File: src/rtl/bpu_tagged_btb.sv
// Tagged direct-mapped BTB: combinational IF lookup, ID-stage resolve/update/redirect, post-reset valid sweep.
// Optional counters are enabled with `define BPU_STATS_EN.
module bpu_tagged_btb #(
  parameter int ENTRIES = 64,
  parameter int TAG_W   = 8,
  parameter int CNT_W   = 2,
  parameter int REG_W   = 32
) (
  input  logic             clk_i,
  input  logic             rst_ni,
  output logic             ready_o,
  input  logic [REG_W-1:0] if_predict_pc_i,
  output logic             if_predict_taken_o,
  output logic [REG_W-1:0] if_predict_targetPc_o,
  input  logic             id_update_valid_i,
  input  logic             id_update_isJumpInst_i,
  input  logic [REG_W-1:0] id_update_pc_i,
  input  logic [REG_W-1:0] id_update_targetPc_i,
  input  logic             id_update_taken_i,
  output logic             if_predict_failed_o,
  output logic [REG_W-1:0] if_flush_pc_o,
  output logic [31:0]      stat_branches_o,
  output logic [31:0]      stat_miss_o
);
  localparam int IDX_W = $clog2(ENTRIES);
  localparam logic [CNT_W-1:0] CNT_MAX  = {CNT_W{1'b1}};
  localparam logic [CNT_W-1:0] CNT_WEAK = CNT_W'(1) << (CNT_W-1);

  typedef struct packed {
    logic             valid;
    logic [TAG_W-1:0] tag;
    logic [REG_W-1:0] target;
    logic [CNT_W-1:0] cnt;
  } entry_t;

  typedef enum logic {INIT, RUN} state_t;

  state_t           state;
  logic [IDX_W-1:0] ptr;
  logic             flush_q;
  entry_t           tbl_q [ENTRIES];

  logic             run;
  logic [IDX_W-1:0] idx_f, idx_u;
  logic [TAG_W-1:0] tag_f, tag_u;
  entry_t           ent_f, ent_u;
  logic             hit_f, hit_u, pred_u, tgt_bad, mispred, upd;
  logic [CNT_W-1:0] cnt_inc, cnt_dec;

  assign run     = (state == RUN);
  assign ready_o = run;

  // IF lookup
  assign idx_f = if_predict_pc_i[IDX_W+1:2];
  assign tag_f = if_predict_pc_i[IDX_W+TAG_W+1:IDX_W+2];
  assign ent_f = tbl_q[idx_f];
  assign hit_f = ent_f.valid && (ent_f.tag == tag_f);

  assign if_predict_taken_o    = run && hit_f && ent_f.cnt[CNT_W-1];
  assign if_predict_targetPc_o = run ? ent_f.target : '0;

  // ID resolve: the prediction is recomputed from the entry at the ID pc
  assign idx_u   = id_update_pc_i[IDX_W+1:2];
  assign tag_u   = id_update_pc_i[IDX_W+TAG_W+1:IDX_W+2];
  assign ent_u   = tbl_q[idx_u];
  assign hit_u   = ent_u.valid && (ent_u.tag == tag_u);
  assign pred_u  = hit_u && ent_u.cnt[CNT_W-1];
  assign tgt_bad = pred_u && id_update_taken_i && (ent_u.target != id_update_targetPc_i);
  assign mispred = id_update_isJumpInst_i ? ((pred_u != id_update_taken_i) || tgt_bad) : pred_u;
  // The slot right after a redirect is wrong-path and must not train or redirect
  assign upd     = id_update_valid_i && !flush_q && run;

  assign if_predict_failed_o = upd && mispred;
  assign if_flush_pc_o = !run ? '0 :
                         (id_update_taken_i && id_update_isJumpInst_i) ? id_update_targetPc_i :
                         id_update_pc_i + REG_W'(4);

  assign cnt_inc = (ent_u.cnt == CNT_MAX) ? ent_u.cnt : ent_u.cnt + 1'b1;
  assign cnt_dec = (ent_u.cnt == '0)      ? ent_u.cnt : ent_u.cnt - 1'b1;

  always_ff @(posedge clk_i) begin
    if (!rst_ni) begin
      state   <= INIT;
      ptr     <= '0;
      flush_q <= 1'b0;
    end else begin
      flush_q <= if_predict_failed_o;
      if (state == INIT) begin
        ptr <= ptr + 1'b1;
        if (ptr == IDX_W'(ENTRIES-1)) state <= RUN;
      end
    end
  end

  // Table: swept during INIT, trained by qualified ID updates in RUN
  always_ff @(posedge clk_i) begin
    if (rst_ni) begin
      if (state == INIT) begin
        tbl_q[ptr].valid <= 1'b0;
        tbl_q[ptr].cnt   <= '0;
      end else if (upd) begin
        if (id_update_isJumpInst_i) begin
          if (id_update_taken_i) begin
            if (hit_u) begin
              tbl_q[idx_u].cnt    <= cnt_inc;
              tbl_q[idx_u].target <= id_update_targetPc_i;
            end else begin
              tbl_q[idx_u] <= '{valid: 1'b1, tag: tag_u, target: id_update_targetPc_i, cnt: CNT_WEAK};
            end
          end else if (hit_u) begin
            tbl_q[idx_u].cnt <= cnt_dec;
          end
        end else if (hit_u) begin
          // a non-branch matched an entry: the entry is an alias, drop it
          tbl_q[idx_u].valid <= 1'b0;
        end
      end
    end
  end

`ifdef BPU_STATS_EN
  logic [31:0] br_q, miss_q;
  always_ff @(posedge clk_i) begin
    if (!rst_ni) begin
      br_q   <= '0;
      miss_q <= '0;
    end else begin
      if (upd && id_update_isJumpInst_i && (br_q != 32'hFFFF_FFFF)) br_q <= br_q + 32'd1;
      if (if_predict_failed_o && (miss_q != 32'hFFFF_FFFF)) miss_q <= miss_q + 32'd1;
    end
  end
  assign stat_branches_o = br_q;
  assign stat_miss_o     = miss_q;
`else
  assign stat_branches_o = '0;
  assign stat_miss_o     = '0;
`endif

  logic unused_pc_bits;
  assign unused_pc_bits = ^{if_predict_pc_i[REG_W-1:IDX_W+TAG_W+2], if_predict_pc_i[1:0]};

endmodule

File: config.mk
export PLATFORM = sky130hd
export DESIGN_NAME = bpu_tagged_btb
export DESIGN_NICKNAME = d
export VERILOG_FILES = /design/src/rtl/bpu_tagged_btb.sv
export SDC_FILE = /design/constraint.sdc
export NUM_CORES = 2
export LEC_CHECK = 0
export CAP_MARGIN = 15
export CORE_MARGIN = 1.5
export CORE_UTILIZATION = 40
export CTS_CLUSTER_DIAMETER = 40
export DETAILED_ROUTE_END_ITERATION = 12
export DONT_BUFFER_PORTS = 1
export GPL_TIMING_DRIVEN = 0
export PLACE_DENSITY_LB_ADDON = 0.2
export SLEW_MARGIN = 20
export SYNTH_ARGS = -nofsm -noshare
export SYNTH_HDL_FRONTEND = slang
export SYNTH_SLANG_ARGS = --single-unit
File: constraint.sdc
create_clock -name clk_i -period 14.6 [get_ports clk_i]
set_clock_uncertainty 0.15 [all_clocks]
set_input_delay 2.19 -clock clk_i [delete_from_list [all_inputs] [get_ports clk_i]]
set_output_delay 2.19 -clock clk_i [all_outputs]
set_load 0.1 [all_outputs]
==> results.cfg <==
[run_status]
outcome = finished clean

[grt]
grt_overflow = 0
antenna_found_initial = 83
grt_pass1_vias = 85000
grtUsageTotal_pct = 40.2
grt_max_degree = 65
grt_pass1_wl_mm = 858

[synth]
yosys_warnings = 0
synth.cell_area_um2 = 131000
ys_async_sr_fraction_pct = 0
ys_ff_latch = 2760
syn_area_per_cell_um2 = 19.8
synth-main-ff-cell = edfxtp_1
synth_top_area_share_pct = 63.2
synthCells = 6599
yosys-top-cells-area = edfxtp_1, mux4_2, mux2i_1
ys_seq_area_share_pct = 63.3
synth-edff-count = 2752
synthDistinctLibCells = 75
synth_top_cell_by_area = edfxtp_1

[power]
intPower_uw = 15800
p_sw_uw = 5300
pwr-share-seq_pct = 40.8
combPwrFrac_pct = 6.9
swShare_pct = 25.2
finalPower_uw = 21100
power_density_nw_per_um2 = 130
p_clk_share_pct = 52.3
ir_worst_vdd_v = 0.000110
p_leak_uw = 0.0449

[clock_tree]
ctsHoldBuffers = 0
path_clk_slew_ns = 0.05
cts_tree = done
htreeDepth = 5
cts_buffers = 443
cts_resized = 0
cts_setup_buffers = 0
clock-root-buffer = clkbuf_16
clkSinkCount = 2760
clockBufferDepth = 4
clk_latency_ns = 1.04

[critical_path]
r2r-start = tbl_q[56][34]
crit_top_cell = buf_2
crit_slowest_cell = nor4_4
critical_path.max_stage_delay_ns = 0.90
crit_start = id_update_pc_i[3]
critPathTopFamily = buffers and inverters
cp_cell_sequence = buf_2 > buf_4 > buf_2 > buf_2 > buf_2 > buf_2 > clkbuf_2 > buf_12 > mux4_2 > mux2i_1 > a32oi_1 > a31oi_1 > xnor2_1 > nor4_1 > nand4_1 > nor4_4 > o21ai_2
path_max_fanout = 12
cp_data_arrival_time_ns = 10.29
cp.required_ns = 12.26
critPathCaptureType = primary output
critPathBufInv = 8
start_kind = input pin
critical_path_class = in2out

[sta]
fmax_mhz = 79.2
fin_crit_ns = 12.63
hold_viol = 0
rsz0062_at_grt = false
setup_viol = 0
fin_crit_sh_pct = 86.5
finalMaxSlewViolations = 0
relSlewSlack_pct = 4.97
worstMarginPinSlew_ns = 1.43
holdWs_ns = 0.519

[routing]
dr.first_iter.drc_count = 19400
routed_via_density = 7.48
wl_per_cell_um = 54.7
drt-total-wl_mm = 674
vias = 92200
firstDrtPassIters = 7
postRouteAntennaNets = 0
drc_errors = 0

[placement]
io_buffers = 0
dpl.cell_count = 11400
gp_congestion = 1.03
place_hpwl_mm = 484

[finish]
fin_nets = 7620
fillers = 26100
drive_gt1_share_pct = 42.5
synthToLayoutAreaGrowth_pct = 24.1
instances_no_fill = 12300

[floorplanning]
die_h_um = 575
io_pins = 232
start_util_pct = 40.3
core_area_um2 = 325000
rows = 209
die_w_um = 575
die_area_um2 = 330000

[flow_run]
maxCapViolCount = 0

[worst_hold_path]
hold_start = ptr[0]
hp-class = reg2reg
==> final timing paths <==
path,end,slack [ns],cells past startpoint
max,if_predict_failed_o,1.97,17
min,ptr[1],0.52,3
max reg2reg,tbl_q[9][30],7.98,11
min reg2reg,ptr[1],0.52,3
==> per-layer routing <==
layer  vias to the layer above  global-route usage [%]  share of wire (%)
met2                     10200                    55.6                 41
met5                         -                    1.38               0.10
met4                        50                    31.9                9.8
li1                      30700                       -                  -
met3                      2639                    19.3                 17
met1                     48600                    47.7                 32
==> Yosys cell counts (all sizes together) (13+ instances only) <==
master / instances
a221oi: 17
xor2: 38
or3: 14
xnor2: 37
a22oi: 44
and3: 49
edfxtp: 2752
a32oi: 24
nor2: 187
nand2: 246
mux2: 25
a311oi: 18
a211oi: 77
o21ai: 36
nand4: 18
buf: 289
inv: 13
o211a: 43
clkbuf: 331
o221ai: 42
nor3: 127
mux2i: 278
mux4: 1484
o22ai: 59
a31oi: 30
nand3: 48
and2: 28
a21oi: 89
nor4: 35
==> flip-flops by register name (all words and copies together) (netlist names) <==
| signal | flops |
|---|---|
| flush_q | 1 |
| ptr | 6 |
| ready_o | 1 |
| tbl_q | 2752 |
==> cell usage in the layout, fill, tap and decap left out, drive strengths merged, types with 17 or more instances in the layout <==
cell and count:
xnor2 37, a21oi 89, a311oi 18, clkbuf 825
xor2 38, o211a 43, mux4 1484, buf 695
o21ai 36, o221ai 42, nand3 48, a211oi 77
clkinvlp 48, bufinv 64, nand2 246, mux2i 278
inv 69, a22oi 44, nand4 18, clkinv 175
and2 28, mux2 25, nor3 127, a221oi 17
nor2 187, diode 96, and3 49, o22ai 59
a31oi 30, a32oi 24, conb 64, nor4 35
edfxtp 2752
==> cell families after synthesis <==
family          after synthesis  share of synthesized area [%]
compound gates              544                           3.06
xor+xnor                     75                          0.502
fa+ha+maj                     4                         0.0364
buf+inv                     637                           2.33
flops                      2760                           63.3
mux                        1787                           27.9
other cells                   1                        0.00287
simple gates                791                           2.83
==> tightest hold or removal path, stage by stage, from the launching register on <==
cell and delay, ns:
dfxtp_1 0.35, ha_1 0.15, mux2i_1 0.06, nor2_1 0.07
==> through the flow <==
step	TNS, ns	cell area, µm²	utilization (%)	setup slack (ns)
5_1_grt	0	162000	49.9	2.28
4_1_cts	0	162000	49.9	2.62
2_1_floorplan	0	131000	-	4.09
6_report	0	162000	49.9	1.97
3_5_place_dp	0	147000	45.1	2.62
3_3_place_gp	-1197.12	136000	42.0	-3.11
==> power by group through the flow <==
stage          registers [µW]  clock network [µW]  logic (µW)
2_1_floorplan            8750                   0         598
3_3_place_gp             8750                   0        1240
3_5_place_dp             8750                   0        1350
4_1_cts                  8590               10900        1350
5_1_grt                  8590               11300        1380
6_report                 8590               11000        1450
==> final cells by class <==
class | instances | area, µm² | share of cell area, %
well taps | 4325 | 5410 | 3.34
multi-input cells | 3265 | 46200 | 28.5
repair buffers | 409 | 8800 | 5.42
plain buffers | 620 | 3360 | 2.07
clock buffers | 491 | 11400 | 7.01
inverters | 17 | 63.8 | 0.0393
flip-flops and latches | 2760 | 82800 | 51.0
diodes | 96 | 240 | 0.148
clock inverters | 339 | 4010 | 2.47
Note: power is estimated with default switching activity, not from simulation.
